`config.mk`:
```
export PLATFORM = sky130hd
export DESIGN_NAME = dram_cmd_sequencer
export DESIGN_NICKNAME = d
export VERILOG_FILES = /design/src/rtl/dram_timing_pkg.sv /design/src/rtl/open_row_table.sv /design/src/rtl/dram_cmd_sequencer.sv
export SDC_FILE = /design/constraint.sdc
export NUM_CORES = 1
export LEC_CHECK = 0
export ABC_AREA = 0
export BUFFER_PORTS_ARGS = -buffer_cell sky130_fd_sc_hd__buf_2
export CAP_MARGIN = 10
export CORE_ASPECT_RATIO = 1.75
export CORE_UTILIZATION = 50
export DETAILED_ROUTE_END_ITERATION = 12
export GPL_ROUTABILITY_DRIVEN = 0
export GPL_TIMING_DRIVEN = 0
export HOLD_SLACK_MARGIN = 0.12
export PLACE_DENSITY = 0.69
export SLEW_MARGIN = 20
export SYNTH_ARGS = -nofsm -noshare
export SYNTH_HDL_FRONTEND = slang
export SYNTH_SLANG_ARGS = --single-unit
```
`constraint.sdc`:
```
create_clock -name clk -period 2.8 [get_ports clk]
set_clock_uncertainty 0.1 [all_clocks]
set_input_delay 0.14 -clock clk [delete_from_list [all_inputs] [get_ports clk]]
set_output_delay 0.14 -clock clk [all_outputs]
set_load 0.03 [all_outputs]
```
`src/rtl/dram_timing_pkg.sv`:
```
// Shared timing defaults, counter sizing helpers and sequencer state encoding
// for the DRAM command path; the TimingFSM bench can import the same constants.
package dram_timing_pkg;

    localparam int DEF_T_RCD  = 17;
    localparam int DEF_T_CL   = 17;
    localparam int DEF_T_WR   = 14;
    localparam int DEF_T_RP   = 17;
    localparam int DEF_T_RFC  = 34;
    localparam int DEF_T_REFI = 10400;
    localparam int DEF_BL     = 8;

    function automatic int max2(input int a, input int b);
        return (a > b) ? a : b;
    endfunction

    // Counters hold N-1 at most, so clog2(N) bits are enough.
    function automatic int cnt_width(input int max_val);
        return (max_val < 2) ? 1 : $clog2(max_val);
    endfunction

    localparam int CNT_W = cnt_width(max2(max2(max2(DEF_T_RCD, DEF_T_RP), max2(DEF_T_WR, DEF_T_RFC)),
                                          DEF_T_CL + DEF_BL / 2));

    typedef enum logic [3:0] {
        ST_IDLE,
        ST_PRE,
        ST_PRE_WAIT,
        ST_ACT,
        ST_ACT_WAIT,
        ST_CAS,
        ST_CAS_WAIT,
        ST_PREA,
        ST_PREA_WAIT,
        ST_REFR,
        ST_REF_WAIT
    } seq_state_t;

endpackage

```
`src/rtl/open_row_table.sv`:
```
// Per-bank open-page tracker: one open bit plus the open row for every bank,
// with a combinational lookup of the incoming request against its bank entry.
module open_row_table #(
    parameter int BGWIDTH  = 2,
    parameter int BAWIDTH  = 2,
    parameter int ROWWIDTH = 16
) (
    input  logic                                   clk,
    input  logic                                   reset,
    input  logic [(BGWIDTH > 0 ? BGWIDTH : 1)-1:0] lookup_bg,
    input  logic [BAWIDTH-1:0]                     lookup_ba,
    input  logic [ROWWIDTH-1:0]                    lookup_row,
    output logic                                   hit,
    output logic                                   conflict,
    output logic                                   any_open,
    input  logic                                   set_en,
    input  logic                                   clr_en,
    input  logic                                   clr_all,
    input  logic [(BGWIDTH > 0 ? BGWIDTH : 1)-1:0] upd_bg,
    input  logic [BAWIDTH-1:0]                     upd_ba,
    input  logic [ROWWIDTH-1:0]                    upd_row
);
    localparam int IDX_W = BGWIDTH + BAWIDTH;
    localparam int NB    = 1 << IDX_W;

    logic [IDX_W-1:0] lookup_idx;
    logic [IDX_W-1:0] upd_idx;
    logic [NB-1:0]    open_bits;
    logic [NB-1:0]    match_bits;

    // Without bank groups the group index collapses to a single entry.
    generate
        if (BGWIDTH > 0) begin : g_bg
            assign lookup_idx = {lookup_bg, lookup_ba};
            assign upd_idx    = {upd_bg, upd_ba};
        end else begin : g_nobg
            assign lookup_idx = lookup_ba;
            assign upd_idx    = upd_ba;
        end
    endgenerate

    genvar gi;
    generate
        for (gi = 0; gi < NB; gi++) begin : g_entry
            logic                open_reg;
            logic [ROWWIDTH-1:0] row_reg;

            always_ff @(posedge clk) begin
                if (reset || clr_all) begin
                    open_reg <= 1'b0;
                end else if (set_en && (upd_idx == IDX_W'(gi))) begin
                    open_reg <= 1'b1;
                    row_reg  <= upd_row;
                end else if (clr_en && (upd_idx == IDX_W'(gi))) begin
                    open_reg <= 1'b0;
                end
            end

            assign open_bits[gi]  = open_reg;
            assign match_bits[gi] = open_reg && (row_reg == lookup_row);
        end
    endgenerate

    assign hit      = match_bits[lookup_idx];
    assign conflict = open_bits[lookup_idx] && !match_bits[lookup_idx];
    assign any_open = |open_bits;

endmodule

```
`src/rtl/dram_cmd_sequencer.sv`:
```
// DRAM command sequencer: turns single read/write requests into spaced PR/ACT/RD/WR
// strobes under an open-page policy and interleaves periodic all-bank refresh.
module dram_cmd_sequencer
    import dram_timing_pkg::*;
#(
    parameter int BGWIDTH  = 2,
    parameter int BAWIDTH  = 2,
    parameter int ROWWIDTH = 16,
    parameter int BL       = DEF_BL,
    parameter int T_RCD    = DEF_T_RCD,
    parameter int T_CL     = DEF_T_CL,
    parameter int T_WR     = DEF_T_WR,
    parameter int T_RP     = DEF_T_RP,
    parameter int T_RFC    = DEF_T_RFC,
    parameter int T_REFI   = DEF_T_REFI
) (
    input  logic                                   clk,
    input  logic                                   reset,
    input  logic                                   req_valid,
    output logic                                   req_ready,
    input  logic                                   req_write,
    input  logic [(BGWIDTH > 0 ? BGWIDTH : 1)-1:0] req_bg,
    input  logic [BAWIDTH-1:0]                     req_ba,
    input  logic [ROWWIDTH-1:0]                    req_row,
    output logic [(BGWIDTH > 0 ? BGWIDTH : 1)-1:0] cmd_bg,
    output logic [BAWIDTH-1:0]                     cmd_ba,
    output logic [ROWWIDTH-1:0]                    cmd_row,
    output logic                                   ACT,
    output logic                                   PR,
    output logic                                   PRA,
    output logic                                   RD,
    output logic                                   WR,
    output logic                                   REF,
    output logic                                   rsp_valid
);
    localparam int BGW     = (BGWIDTH > 0) ? BGWIDTH : 1;
    localparam int RD_WAIT = T_CL + BL / 2;
    localparam int SEQ_W   = cnt_width(max2(max2(max2(T_RCD, T_RP), max2(T_WR, T_RFC)), RD_WAIT));
    localparam int RC_W    = cnt_width(T_REFI);

    seq_state_t           state_reg, state_next;
    logic [SEQ_W-1:0]     cnt_reg, cnt_next;
    logic [RC_W-1:0]      ref_cnt_reg;
    logic                 ref_pending_reg;
    logic                 rsp_valid_reg;
    logic                 write_reg;
    logic [BGW-1:0]       bg_reg;
    logic [BAWIDTH-1:0]   ba_reg;
    logic [ROWWIDTH-1:0]  row_reg;

    logic                 accept;
    logic                 cnt_zero;
    logic                 cas_done;
    logic                 in_refresh_strobe;
    logic                 hit, conflict, any_open;
    logic [SEQ_W-1:0]     cas_load_req, cas_load_held;

    assign req_ready     = (state_reg == ST_IDLE) && !ref_pending_reg;
    assign accept        = req_valid && req_ready;
    assign cnt_zero      = (cnt_reg == '0);
    assign cas_load_req  = req_write ? SEQ_W'(T_WR - 1) : SEQ_W'(RD_WAIT - 1);
    assign cas_load_held = write_reg ? SEQ_W'(T_WR - 1) : SEQ_W'(RD_WAIT - 1);
    assign cas_done      = ((state_reg == ST_CAS) || (state_reg == ST_CAS_WAIT)) && cnt_zero;

    open_row_table #(
        .BGWIDTH  (BGWIDTH),
        .BAWIDTH  (BAWIDTH),
        .ROWWIDTH (ROWWIDTH)
    ) u_table (
        .clk        (clk),
        .reset      (reset),
        .lookup_bg  (req_bg),
        .lookup_ba  (req_ba),
        .lookup_row (req_row),
        .hit        (hit),
        .conflict   (conflict),
        .any_open   (any_open),
        .set_en     (state_reg == ST_ACT),
        .clr_en     (state_reg == ST_PRE),
        .clr_all    (state_reg == ST_PREA),
        .upd_bg     (bg_reg),
        .upd_ba     (ba_reg),
        .upd_row    (row_reg)
    );

    always_ff @(posedge clk) begin
        if (reset) begin
            state_reg <= ST_IDLE;
            cnt_reg   <= '0;
        end else begin
            state_reg <= state_next;
            cnt_reg   <= cnt_next;
        end
    end

    // The wait counter is loaded with N-1 on entry to a strobe state, so the
    // strobe cycle itself is the first counted cycle of the interval.
    always_comb begin
        state_next = state_reg;
        cnt_next   = cnt_reg;
        case (state_reg)
            ST_IDLE: begin
                if (ref_pending_reg) begin
                    if (any_open) begin
                        state_next = ST_PREA;
                        cnt_next   = SEQ_W'(T_RP - 1);
                    end else begin
                        state_next = ST_REFR;
                        cnt_next   = SEQ_W'(T_RFC - 1);
                    end
                end else if (accept) begin
                    if (hit) begin
                        state_next = ST_CAS;
                        cnt_next   = cas_load_req;
                    end else if (conflict) begin
                        state_next = ST_PRE;
                        cnt_next   = SEQ_W'(T_RP - 1);
                    end else begin
                        state_next = ST_ACT;
                        cnt_next   = SEQ_W'(T_RCD - 1);
                    end
                end
            end
            ST_PRE, ST_PRE_WAIT: begin
                if (cnt_zero) begin
                    state_next = ST_ACT;
                    cnt_next   = SEQ_W'(T_RCD - 1);
                end else begin
                    state_next = ST_PRE_WAIT;
                    cnt_next   = cnt_reg - 1'b1;
                end
            end
            ST_ACT, ST_ACT_WAIT: begin
                if (cnt_zero) begin
                    state_next = ST_CAS;
                    cnt_next   = cas_load_held;
                end else begin
                    state_next = ST_ACT_WAIT;
                    cnt_next   = cnt_reg - 1'b1;
                end
            end
            ST_CAS, ST_CAS_WAIT: begin
                if (cnt_zero) begin
                    state_next = ST_IDLE;
                end else begin
                    state_next = ST_CAS_WAIT;
                    cnt_next   = cnt_reg - 1'b1;
                end
            end
            ST_PREA, ST_PREA_WAIT: begin
                if (cnt_zero) begin
                    state_next = ST_REFR;
                    cnt_next   = SEQ_W'(T_RFC - 1);
                end else begin
                    state_next = ST_PREA_WAIT;
                    cnt_next   = cnt_reg - 1'b1;
                end
            end
            ST_REFR, ST_REF_WAIT: begin
                if (cnt_zero) begin
                    state_next = ST_IDLE;
                end else begin
                    state_next = ST_REF_WAIT;
                    cnt_next   = cnt_reg - 1'b1;
                end
            end
            default: begin
                state_next = ST_IDLE;
                cnt_next   = '0;
            end
        endcase
    end

    // A new expiry outranks the clear so a refresh is never lost.
    always_ff @(posedge clk) begin
        if (reset) begin
            ref_cnt_reg     <= '0;
            ref_pending_reg <= 1'b0;
        end else if (ref_cnt_reg == RC_W'(T_REFI - 1)) begin
            ref_cnt_reg     <= '0;
            ref_pending_reg <= 1'b1;
        end else begin
            ref_cnt_reg <= ref_cnt_reg + 1'b1;
            if (state_reg == ST_REFR) begin
                ref_pending_reg <= 1'b0;
            end
        end
    end

    always_ff @(posedge clk) begin
        if (reset) begin
            write_reg     <= 1'b0;
            bg_reg        <= '0;
            ba_reg        <= '0;
            row_reg       <= '0;
            rsp_valid_reg <= 1'b0;
        end else begin
            rsp_valid_reg <= cas_done && !write_reg;
            if (accept) begin
                write_reg <= req_write;
                bg_reg    <= req_bg;
                ba_reg    <= req_ba;
                row_reg   <= req_row;
            end
        end
    end

    assign in_refresh_strobe = (state_reg == ST_PREA) || (state_reg == ST_REFR);

    assign cmd_bg    = in_refresh_strobe ? '0 : bg_reg;
    assign cmd_ba    = in_refresh_strobe ? '0 : ba_reg;
    assign cmd_row   = in_refresh_strobe ? '0 : row_reg;
    assign ACT       = (state_reg == ST_ACT);
    assign PR        = (state_reg == ST_PRE);
    assign PRA       = (state_reg == ST_PREA);
    assign REF       = (state_reg == ST_REFR);
    assign RD        = (state_reg == ST_CAS) && !write_reg;
    assign WR        = (state_reg == ST_CAS) && write_reg;
    assign rsp_valid = rsp_valid_reg;

endmodule
```
## After elaboration in Yosys (flattened, before gate mapping)

Index checks and enable logic that the tools add are counted.
W data, S select, Z words.

- Add/subtract/negate cells: 2
- $lt $le $gt $ge: 1
- Equal/unequal tests: 44
- Multiplexer cells: 63
- Bitwise operators: 1
- Reductions and logical operators: 106

Operators by type and width:

| cell | count |
|---|---|
| $eq A16 B16 Y1 | 16 |
| $logic_and A1 B1 Y1 | 55 |
| $eq A4 B4 Y1 const B | 11 |
| $mux W6 | 7 |
| $mux W1 | 39 |
| $reduce_and A2 Y1 | 17 |
| $reduce_bool A2 Y1 | 17 |
| $eq A4 B3 Y1 const B | 8 |
| $pmux W6 S5 | 1 |
| $pmux W4 S6 | 1 |
| $eq A4 B2 Y1 const B | 4 |
| $mux W16 | 1 |
| $mux W4 | 4 |
| $reduce_or A16 Y1 | 1 |
| $mux W5 | 3 |
| $add A14 B1 Y14 const B | 1 |
| $eq A14 B14 Y1 const B | 1 |
| $reduce_or A2 Y1 | 6 |
| $bmux W1 S4 | 2 |
| $eq A4 B1 Y1 const B | 2 |
| $logic_not A4 Y1 | 2 |
| $logic_not A6 Y1 | 1 |
| $mux W2 | 3 |
| $mux W3 | 2 |
| 8 further kinds | 12 |

- Register bits after elaboration: 319
- Bits of input ports: 24
- Output and inout port bits: 28
- Word-level logic and storage cells: 258

## Longest topological paths before layout

Gate-level depths: netlist of run 1.

- Depth in word-level cells: 11
- Depth in mapped cells: 10
- Depth with buffers taken out: 10

## Cells and area by module

A second synthesis of run 1 with hierarchy kept.

- Cells, all modules: 1115
- Area total of the unflattened synthesis: 14376.3 µm²

By module, submodules not included:

| module | instances | cells an instance | area an instance (µm²) | seq. area each (µm²) |
|---|---|---|---|---|
| open_row_table | 1 | 778 | 11812.6 | 8007.7 |
| dram_cmd_sequencer | 1 | 337 | 2563.7 | 940.9 |

## Worst setup path after synthesis of run 1

Ideal clock, no wire load.

- Path kind: register to register
- Start: register state_reg[0]
- End: register u_table.g_entry[2].row_reg[0], enable pin
- Setup time: 0.412 ns
- Arrival: 2.434 ns
- Required time: 2.288 ns
- Setup slack: -0.145 ns
- Cell stages (with the launch flop): 8
- Path buffers: 1
- Period minus slack after synthesis: 2.945 ns
- Cell sequence: dfxtp_1 -> buf_2 -> inv_1 -> nor2_1 -> nand2_1 -> nor3_1 -> nand3b_1 -> nor3_1

- Cells in the longest elaborated chain, start to end: 4
- Elaborated cells between the ends (all ways): 6
- Classes of those cells: eq/ne (2); bitwise (1); reduce/logical (3)

RTL lines:

| element | RTL line | source |
|---|---|---|
| from (decl) | dram_cmd_sequencer.sv:41 | `seq_state_t state_reg, state_next;` |
| from (signal assigned) | dram_cmd_sequencer.sv:91 | `state_reg <= state_next;` |
| $eq A4 B3 Y1 | dram_cmd_sequencer.sv:80 | `.clr_all (state_reg == ST_PREA),` |
| $logic_or A1 B1 Y1 | open_row_table.sv:49 | `if (reset \|\| clr_all) begin` |
| $not A1 Y1 (no line) | -- |  |
| $reduce_and A2 Y1 (no line) * | -- |  |
| to (signal assigned) | open_row_table.sv:53 | `row_reg <= upd_row;` |
| to (decl) | open_row_table.sv:46 | `logic [ROWWIDTH-1:0] row_reg;` |

Mark *: on every way between the ends. The rest lies on a longest branch, timed or not.
A chain may end at the register's enable or synchronous reset.

## Final worst setup path of run 1

- Start: register state_reg[0]
- End: register u_table.g_entry[10].row_reg[13], enable pin

- Cells in the longest elaborated chain, start to end: 4
- Elaborated cells between the ends (all ways): 6
- Classes of those cells: eq/ne (2); bitwise (1); reduce/logical (3)

RTL lines:

| element | RTL line |
|---|---|
| $eq A4 B3 Y1 | dram_cmd_sequencer.sv:80 |
| $logic_or A1 B1 Y1 | open_row_table.sv:49 |
| $not A1 Y1 (no line) | -- |
| $reduce_and A2 Y1 (no line) * | -- |
| to (signal assigned) | open_row_table.sv:53 |
| to (decl) | open_row_table.sv:46 |

Marked as above.

==> results.sh, run 1 <==
export IMPL_ant_nets=0
export IMPL_worst_setup_path_start_kind="flip-flop"
export IMPL_setup_ws_ns=-0.166
export IMPL_firstDrtPassIters=5
export IMPL_outcome="finished with violations"
export IMPL_htree_levels=1
export IMPL_clk_pin_slew_ns=0.07
export IMPL_yosys_warnings=0
export IMPL_antenna_found_initial=0
export IMPL_nFillCells=2281
export IMPL_crit_type="reg -> reg"
export IMPL_cts_buffer_depth=3
export IMPL_netlist_area_leader_share_pct=53.8
export IMPL_synth_distinct_cells=60
export IMPL_finalNetCount=1207
export IMPL_synth_edf_count=256
export IMPL_io_buffers=32
export IMPL_vias=9206
export IMPL_cts_tree="done"
export IMPL_numCtsBuffers=27
export IMPL_end_kind="flip-flop"
export IMPL_swShare_pct=33.1
export IMPL_netlist_area_um2=14300
export IMPL_largest_register_ffs=256
export IMPL_finalPower_w=0.0129
export IMPL_totalWireLength_um=38900
export IMPL_drt_iter0_drc=954
export IMPL_avgViaCountPerCell=5.85
export IMPL_p_int_w=0.00860
export IMPL_final_cells=1574
export IMPL_ys_ff_latch=319
export IMPL_core_um2=28000
export IMPL_cp_max_fo=17
export IMPL_placed_cells=1506
export IMPL_hold_viol_final=0
export IMPL_synth_common_cells="edfxtp_1 (256), xor2_1 (207), nand2_1 (78), dfxtp_1 (63), xnor2_1 (63)"
export IMPL_cts_sink_count=319
export IMPL_synth_ff_type="edfxtp_1"
export IMPL_arrival_ns=3.03
export IMPL_insertion_delay_ns=0.55
export IMPL_p_per_area_nw_per_um2=793
export IMPL_grt_max_degree=19
export IMPL_grt_setup_unrepaired="yes"
export IMPL_avgSynthCellArea_um2=13.0
export IMPL_seq_area_frac_synth_pct=62.7
export IMPL_tightest_slew_ns=1.21
export IMPL_seqPwrFrac_pct=50.2
export IMPL_synthArstFlopShare_pct=0
export IMPL_synth_area_leaders="edfxtp_1 (54%), xor2_1 (13%), dfxtp_1 (8.8%)"
export IMPL_slew_viol_final=0
export IMPL_grt_overflow_total=0
export IMPL_dieArea_um2=29300
export IMPL_critPathRequiredTime_ns=2.87
export IMPL_cts_root_buf="clkbuf_16"
export IMPL_std_cell_rows=81
export IMPL_power_switching_w=0.00426
export IMPL_route_detailed_drc=0
export IMPL_setup_viol=50
export IMPL_ir_drop_mv=0.746
export IMPL_hp_class="in -> reg"
export IMPL_violations="negative setup slack"
export IMPL_clkPwrFrac_pct=28.6
export IMPL_start_util_pct=51.0
export IMPL_antennaDiodeCount=0
export IMPL_track_usage_pct=27.5
export IMPL_yosysMostFrequentCell="edfxtp_1"
export IMPL_yosysTopAreaCell="edfxtp_1"
export IMPL_dp_hpwl_um=25400
export IMPL_post_drt_wl_per_cell_um=24.7
export IMPL_die_h_um=226
export IMPL_fmax_mhz=337
export IMPL_io_pin_count=52
export IMPL_period_minus_slack_ns=2.97
export IMPL_max_cap_violations=0
export IMPL_p_leak_nw=5.54
export IMPL_fin_crit_sh_pct=106
export IMPL_grt_pass1_wl_um=56900
export IMPL_synth_nets=1127
export IMPL_syn_inst=1101
export IMPL_combPwrFrac_pct=21.3
export IMPL_max_slew_margin_pct=19.3
export IMPL_drive_gt1_share_pct=15.2
export IMPL_grt_pass1_vias=9129
export IMPL_die_w_um=130
export IMPL_syn2layout_area_growth_pct=13.5
worst max-delay path, cell delays in order, from the launching register on:
cell and delay, ns:
dfxtp_1 0.30, buf_2 0.21, inv_1 0.12, nor2_1 0.22, nand2_1 0.12, nor3_2 0.31, nand3b_1 0.37, nor2_2 0.82
worst paths after layout:
check	startpoint	end	slack, ns	cells past startpoint
max	state_reg[0]	u_table.g_entry[10].row_reg[13]	-0.17	7
min	req_row[10]	row_reg[10]	0.14	4
max reg2reg	state_reg[0]	u_table.g_entry[10].row_reg[13]	-0.17	7
min reg2reg	ref_cnt_reg[0]	ref_cnt_reg[0]	0.35	1
power groups by stage:
stage / sequential [W] / clock (W) / combinational, W
after detailed placement: 0.00653 / 0 / 0.00261
after CTS: 0.00643 / 0.00370 / 0.00267
after global routing: 0.00646 / 0.00386 / 0.00294
final: 0.00645 / 0.00367 / 0.00273
after floorplan: 0.00602 / 0 / 0.00193
after global placement: 0.00651 / 0 / 0.00255
cells in the final DEF, fill, tap and decap left out, types with 4 or more instances in the layout:
cell type      synthesis  layout
inv_1                  8      10
buf_2                 25      57
nor3_4                 0       4
nor4_1                48      46
buf_6                  9       9
and2_1                25      25
o22ai_1               10      10
xor2_1               207     207
clkbuf_1              19      23
xnor2_1               63      63
or3_1                  4       4
a21oi_1               41      41
nor3_1                30      25
and3_1                 6       6
clkbuf_16              0      29
buf_4                  5       5
dlygate4sd3_1          0       8
nand4_1               26      26
edfxtp_1             256     256
nand2b_1               7       7
o21ai_0               11      11
mux4_2                 5       5
nor2_1                57      45
nand3_1               17      17
nor2_4                 0       9
nand2_1               78      77
dfxtp_1               63      62
nand3b_1               9       9
buf_12                 0      11
a31o_2                16      16
clkbuf_2               0       6
nor3b_1                5       5
nor2b_1                5       5
what timing repair did:
action,4_1_cts,5_1_grt
hold endpoints to repair,15,0
buffers inserted,9,2
setup endpoints to repair,284,125
hold buffers,8,0
resized for setup,10,13
pin swaps,8,2
cell type report:
type	count	area, µm²	share of cell area (%)
flip-flops and latches	319	8950	55.2
multi-input cells	713	5100	31.5
clock buffers	43	813	5.02
well taps	373	467	2.88
repair buffers	51	460	2.84
plain buffers	60	349	2.15
clock inverters	6	37.5	0.232
inverters	9	33.8	0.208
kinds of logic after synthesis:
| kind of cell | synth area share (%) |
|---|---|
| compound gates | 4.41 |
| xor+xnor | 16.6 |
| fa+ha+maj | 0.245 |
| buf+inv | 2.64 |
| flops | 62.7 |
| mux | 0.789 |
| simple gates | 12.7 |
through the flow:
| stage | TNS, ns | setup WS, ns | utilization, % | instance area (µm²) | hold WS (ns) |
|---|---|---|---|---|---|
| after detailed placement | -64.06 | -0.336 | 53.6 | 15000 | 0.328 |
| after global placement | -125.28 | -0.571 | 53.4 | 14900 | 0.320 |
| after global routing | -10.30 | -0.243 | 58.0 | 16200 | 0.144 |
| after floorplan | 0 | 0.298 | - | 14300 | 0.176 |
| final | -6.14 | -0.166 | 58.0 | 16200 | 0.144 |
| after CTS | -3.89 | -0.0699 | 57.7 | 16100 | 0.122 |
routing by layer:
layer  GRT usage [%]  vias to the layer above  wire [µm]
met5               0                        -          0
met2            50.0                      443      20600
li1                -                     4104          -
met1            31.2                     4546      13900
met3            2.47                      113       2190
met4            14.9                        0       2250
Note: power is estimated with default switching activity, not from simulation.
==> inputs of run 2 (changes only) <==
--- a/config.mk
+++ b/config.mk
@@ -10,11 +10,13 @@
 export CAP_MARGIN = 10
 export CORE_ASPECT_RATIO = 1.75
 export CORE_UTILIZATION = 50
+export CTS_CLUSTER_SIZE = 16
 export DETAILED_ROUTE_END_ITERATION = 12
 export GPL_ROUTABILITY_DRIVEN = 0
 export GPL_TIMING_DRIVEN = 0
 export HOLD_SLACK_MARGIN = 0.12
 export PLACE_DENSITY = 0.69
+export SKIP_CTS_REPAIR_TIMING = 1
 export SLEW_MARGIN = 20
 export SYNTH_ARGS = -nofsm -noshare
 export SYNTH_HDL_FRONTEND = slang
==> results.sh, run 2 (synthesized netlist as in run 1, its figures left out) <==
export IMPL_startpoint="state_reg[0]"
export IMPL_setup_tns_ns=0
export IMPL_final_common_cell="edfxtp_1"
export IMPL_cts_root_buf="clkbuf_16"
export IMPL_r2r_end="u_table.g_entry[2].row_reg[13]"
export IMPL_arrival_ns=2.88
export IMPL_grt_pass1_vias=9071
export IMPL_htree_levels=1
export IMPL_firstDrtPassIters=7
export IMPL_cts_buffer_depth=3
export IMPL_io_buffers=32
export IMPL_die_w_um=130
export IMPL_p_per_area_nw_per_um2=791
export IMPL_reg2reg_setup_slack_ns=0.07
export IMPL_core_um2=28000
export IMPL_drt_iter0_drc=909
export IMPL_slew_viol_final=0
export IMPL_largest_register_ffs=256
export IMPL_route_detailed_drc=0
export IMPL_start_util_pct=51.0
export IMPL_drive_gt1_share_pct=15.5
export IMPL_end_kind="flip-flop"
export IMPL_fin_crit_sh_pct=97.3
export IMPL_die_h_um=226
export IMPL_grt_max_degree=19
export IMPL_fmax_mhz=367
export IMPL_setup_viol=0
export IMPL_grt_overflow_total=0
export IMPL_track_usage_pct=27.5
export IMPL_dieArea_um2=29300
export IMPL_dp_hpwl_um=25400
export IMPL_outcome="finished clean"
export IMPL_ant_nets=0
export IMPL_io_pin_count=52
export IMPL_cts_tree="done"
export IMPL_grt_pass1_wl_um=56700
export IMPL_hp_class="in -> reg"
export IMPL_crit_type="reg -> reg"
export IMPL_antennaDiodeCount=0
export IMPL_p_leak_nw=5.56
export IMPL_finalNetCount=1208
export IMPL_clk_pin_slew_ns=0.07
export IMPL_rr_worst_depth=8
export IMPL_insertion_delay_ns=0.56
export IMPL_tightest_slew_ns=1.28
export IMPL_final_cell_mix="edfxtp_1 (256), xor2_1 (207), nand2_1 (77), xnor2_1 (63), dfxtp_1 (62)"
export IMPL_avgViaCountPerCell=5.85
export IMPL_reg2reg_from="state_reg[0]"
export IMPL_cp_endpoint="u_table.g_entry[2].row_reg[13]"
export IMPL_post_drt_wl_per_cell_um=25.0
export IMPL_critPathRequiredTime_ns=2.96
export IMPL_cts_sink_count=319
export IMPL_totalWireLength_um=39300
export IMPL_std_cell_rows=81
export IMPL_finalPower_w=0.0129
export IMPL_hold_viol_final=0
export IMPL_vias=9217
export IMPL_cp_max_fo=17
export IMPL_worst_setup_path_start_kind="flip-flop"
export IMPL_antenna_found_initial=0
export IMPL_syn2layout_area_growth_pct=13.9
export IMPL_ir_drop_mv=0.748
export IMPL_numCtsBuffers=27
export IMPL_max_slew_margin_pct=14.6
export IMPL_max_cap_violations=0
export IMPL_period_minus_slack_ns=2.73
run 2: cell count changes in the layout (fill, tap and decap cells not counted):
cell           delta
inv_8             -1
clkinv_2          -1
nor2_4            +3
buf_12            +3
nor2_2            -3
dlygate4sd3_1     -2
clkinv_4          +2
run 2: metrics by stage:
stage	setup slack, ns	utilization, %	hold WS (ns)	cell area [µm²]	std cells
floorplan	0.298	-	0.176	14300	1101
global placement	-0.571	53.4	0.320	14900	1506
detailed placement	-0.336	53.6	0.328	15000	1506
CTS	-0.346	56.6	-0.243	15800	1555
global route	-0.00374	58.2	0.135	16300	1575
finish	0.0745	58.2	0.113	16300	1575
run 2: per-layer routing:
metal | vias to the layer above | track usage [%] | wire, µm
met5 | - | 0 | 0
met4 | 0 | 15.0 | 2480
met3 | 125 | 2.97 | 2280
met2 | 422 | 49.7 | 20600
met1 | 4561 | 31.1 | 14000
li1 | 4109 | - | -
run 2: critical path, cell delays in order, from the launching register on:
cell,delay (ns)
dfxtp_1,0.30
buf_2,0.21
inv_1,0.13
nor2_1,0.24
nand2_1,0.13
nor3_2,0.31
nand3b_1,0.44
nor3_4,0.35
buf_12,0.20
run 2: final cells by class:
cell class                 instances  area, µm²
sequential                       319       8950
buffer                            60        349
inverter                           9       33.8
multi-input combinational        713       5110
clock inverter                     6       38.8
clock buffer                      43        813
fill                            2267      11700
timing repair buffer              52        500
tap                              373        467
run 2: worst min-delay path by stage:
stage	start	to	slack, ns	cells past startpoint
final	req_row[11]	row_reg[11]	0.11	4
after global routing	req_row[11]	row_reg[11]	0.14	4
after CTS	req_bg[0]	bg_reg[0]	-0.24	3
after detailed placement	req_write	write_reg	0.33	3
after global placement	req_write	write_reg	0.32	3
after floorplan	req_bg[0]	bg_reg[0]	0.18	2
run 2: power breakdown:
part / switching, W / internal, W / total (W) / leakage, nW
clock network: 0.00167 / 0.00200 / 0.00367 / 0.425
logic: 0.00180 / 0.000936 / 0.00273 / 2.26
registers: 0.000805 / 0.00566 / 0.00646 / 2.87
==> inputs of run 3 (changes only) <==
--- a/config.mk
+++ b/config.mk
@@ -13,9 +13,9 @@
 export CTS_CLUSTER_SIZE = 16
 export DETAILED_ROUTE_END_ITERATION = 12
 export GPL_ROUTABILITY_DRIVEN = 0
-export GPL_TIMING_DRIVEN = 0
 export HOLD_SLACK_MARGIN = 0.12
 export PLACE_DENSITY = 0.69
+export RECOVER_POWER = 100
 export SKIP_CTS_REPAIR_TIMING = 1
 export SLEW_MARGIN = 20
 export SYNTH_ARGS = -nofsm -noshare
==> results.sh, run 3 (synthesized netlist as in run 1, its figures left out) <==
export IMPL_fin_crit_sh_pct=96.1
export IMPL_clk_pin_slew_ns=0.07
export IMPL_pre_cts_ws_ns=0.190
export IMPL_p_leak_nw=5.67
export IMPL_antennaDiodeCount=0
export IMPL_antenna_found_initial=0
export IMPL_fmax_mhz=372
export IMPL_htree_levels=1
export IMPL_reg2reg_from="state_reg[0]"
export IMPL_cp_max_fo=10
export IMPL_core_um2=28000
export IMPL_start_util_pct=51.0
export IMPL_track_usage_pct=28.3
export IMPL_firstDrtPassIters=5
export IMPL_period_minus_slack_ns=2.69
export IMPL_min_delay_start="req_row[10]"
export IMPL_end_kind="flip-flop"
export IMPL_crit_type="in -> reg"
export IMPL_ir_drop_mv=0.626
export IMPL_gr_usage_met1_pct=32.1
export IMPL_hp_class="in -> reg"
export IMPL_cts_tree="done"
export IMPL_setup_viol=0
export IMPL_grt_use_met2_pct=52.1
export IMPL_io_pin_count=52
export IMPL_final_util_pct=58.4
export IMPL_hold_depth=4
export IMPL_insertion_delay_ns=0.56
export IMPL_post_drt_wl_per_cell_um=24.6
export IMPL_worst_setup_path_start_kind="input port"
export IMPL_rr_worst_depth=7
export IMPL_startpoint="req_row[12]"
export IMPL_vias=9400
export IMPL_grt_max_degree=24
export IMPL_final_common_cell="edfxtp_1"
export IMPL_dp_hpwl_um=27800
export IMPL_p_per_area_nw_per_um2=784
export IMPL_critPathRequiredTime_ns=3.16
export IMPL_largest_register_ffs=256
export IMPL_grt_setup_unrepaired="no"
export IMPL_met3_usage_pct=2.80
export IMPL_cts_root_buf="clkbuf_16"
export IMPL_ant_nets=0
export IMPL_grt_pass1_vias=9483
export IMPL_grt_pass1_wl_um=58900
export IMPL_route_detailed_drc=0
export IMPL_std_cell_rows=81
export IMPL_arrival_ns=3.05
export IMPL_drt_iter0_drc=730
export IMPL_syn2layout_area_growth_pct=14.5
export IMPL_outcome="finished clean"
export IMPL_cts_buffer_depth=3
export IMPL_cts_sink_count=319
export IMPL_max_cap_violations=0
export IMPL_dieArea_um2=29300
export IMPL_placed_cells=1549
export IMPL_hold_viol_final=0
export IMPL_setup_ws_ns=0.110
export IMPL_io_buffers=51
export IMPL_avgViaCountPerCell=5.82
export IMPL_numCtsBuffers=28
export IMPL_totalWireLength_um=39700
export IMPL_drive_gt1_share_pct=15.3
export IMPL_die_w_um=130
export IMPL_tightest_slew_ns=1.23
export IMPL_final_cell_mix="edfxtp_1 (256), xor2_1 (207), nand2_1 (78), xnor2_1 (63), dfxtp_1 (63)"
export IMPL_slew_viol_final=0
export IMPL_grt_overflow_total=0
export IMPL_die_h_um=226
export IMPL_finalNetCount=1248
export IMPL_final_cells=1616
export IMPL_max_slew_margin_pct=17.8
export IMPL_grt_busiest_layer="met2"
-- run 3: cell types whose count changed in the layout (fill, tap and decap cells not counted), sizes merged --
cell	before	now
inv	11	9
clkinv	4	15
buf	87	83
dlygate4sd3	6	16
clkbuf	62	82
clkinvlp	0	5
bufinv	0	1
-- run 3: area by class of cell --
| type | count | area (µm²) |
|---|---|---|
| repair buffers | 151 | 1060 |
| inverters | 9 | 33.8 |
| multi-input cells | 713 | 4970 |
| clock buffers | 30 | 729 |
| flip-flops and latches | 319 | 8950 |
| fillers | 2328 | 11600 |
| well taps | 373 | 467 |
| clock inverters | 21 | 134 |
-- run 3: routing by layer --
layer	share of wire (%)	wire length [µm]	vias to the layer above
met1	36	14200	4673
met3	5.6	2210	110
met5	0	0	-
met4	5.3	2110	0
met2	53	21200	432
li1	-	-	4185
-- run 3: path summary, 6_finish.rpt --
kind	to	slack [ns]
setup / recovery	cnt_reg[0]	0.11
hold / removal	row_reg[10]	0.10
setup reg to reg	u_table.g_entry[9].row_reg[2]	0.17
hold reg to reg	ref_cnt_reg[0]	0.35
-- run 3: per-stage QoR --
step / setup TNS, ns / cell area (µm²) / hold WS (ns) / power (W)
floorplan: 0 / 14300 / 0.176 / 0.00795
global placement: 0 / 15400 / 0.334 / 0.00919
detailed placement: 0 / 15400 / 0.338 / 0.00923
CTS: -4.05 / 16300 / -0.241 / 0.0129
global route: 0 / 16300 / 0.122 / 0.0132
finish: 0 / 16300 / 0.104 / 0.0128
-- run 3: worst max-delay path, stage by stage --
cell and delay, ns:
dlygate4sd3_1 0.52, buf_2 0.37, clkbuf_2 0.27, xor2_1 0.10, nor4_1 0.33, nand4_1 0.19
nor4b_2 0.26, nor3_1 0.11, nor4_4 0.37, a22oi_1 0.16, a211oi_1 0.23
-- run 3: report_power, final --
part	total [W]	internal, W	switching [W]
clock network	0.00369	0.00197	0.00171
registers	0.00613	0.00565	0.000474
logic	0.00299	0.000953	0.00204
total	0.0128	0.00858	0.00423
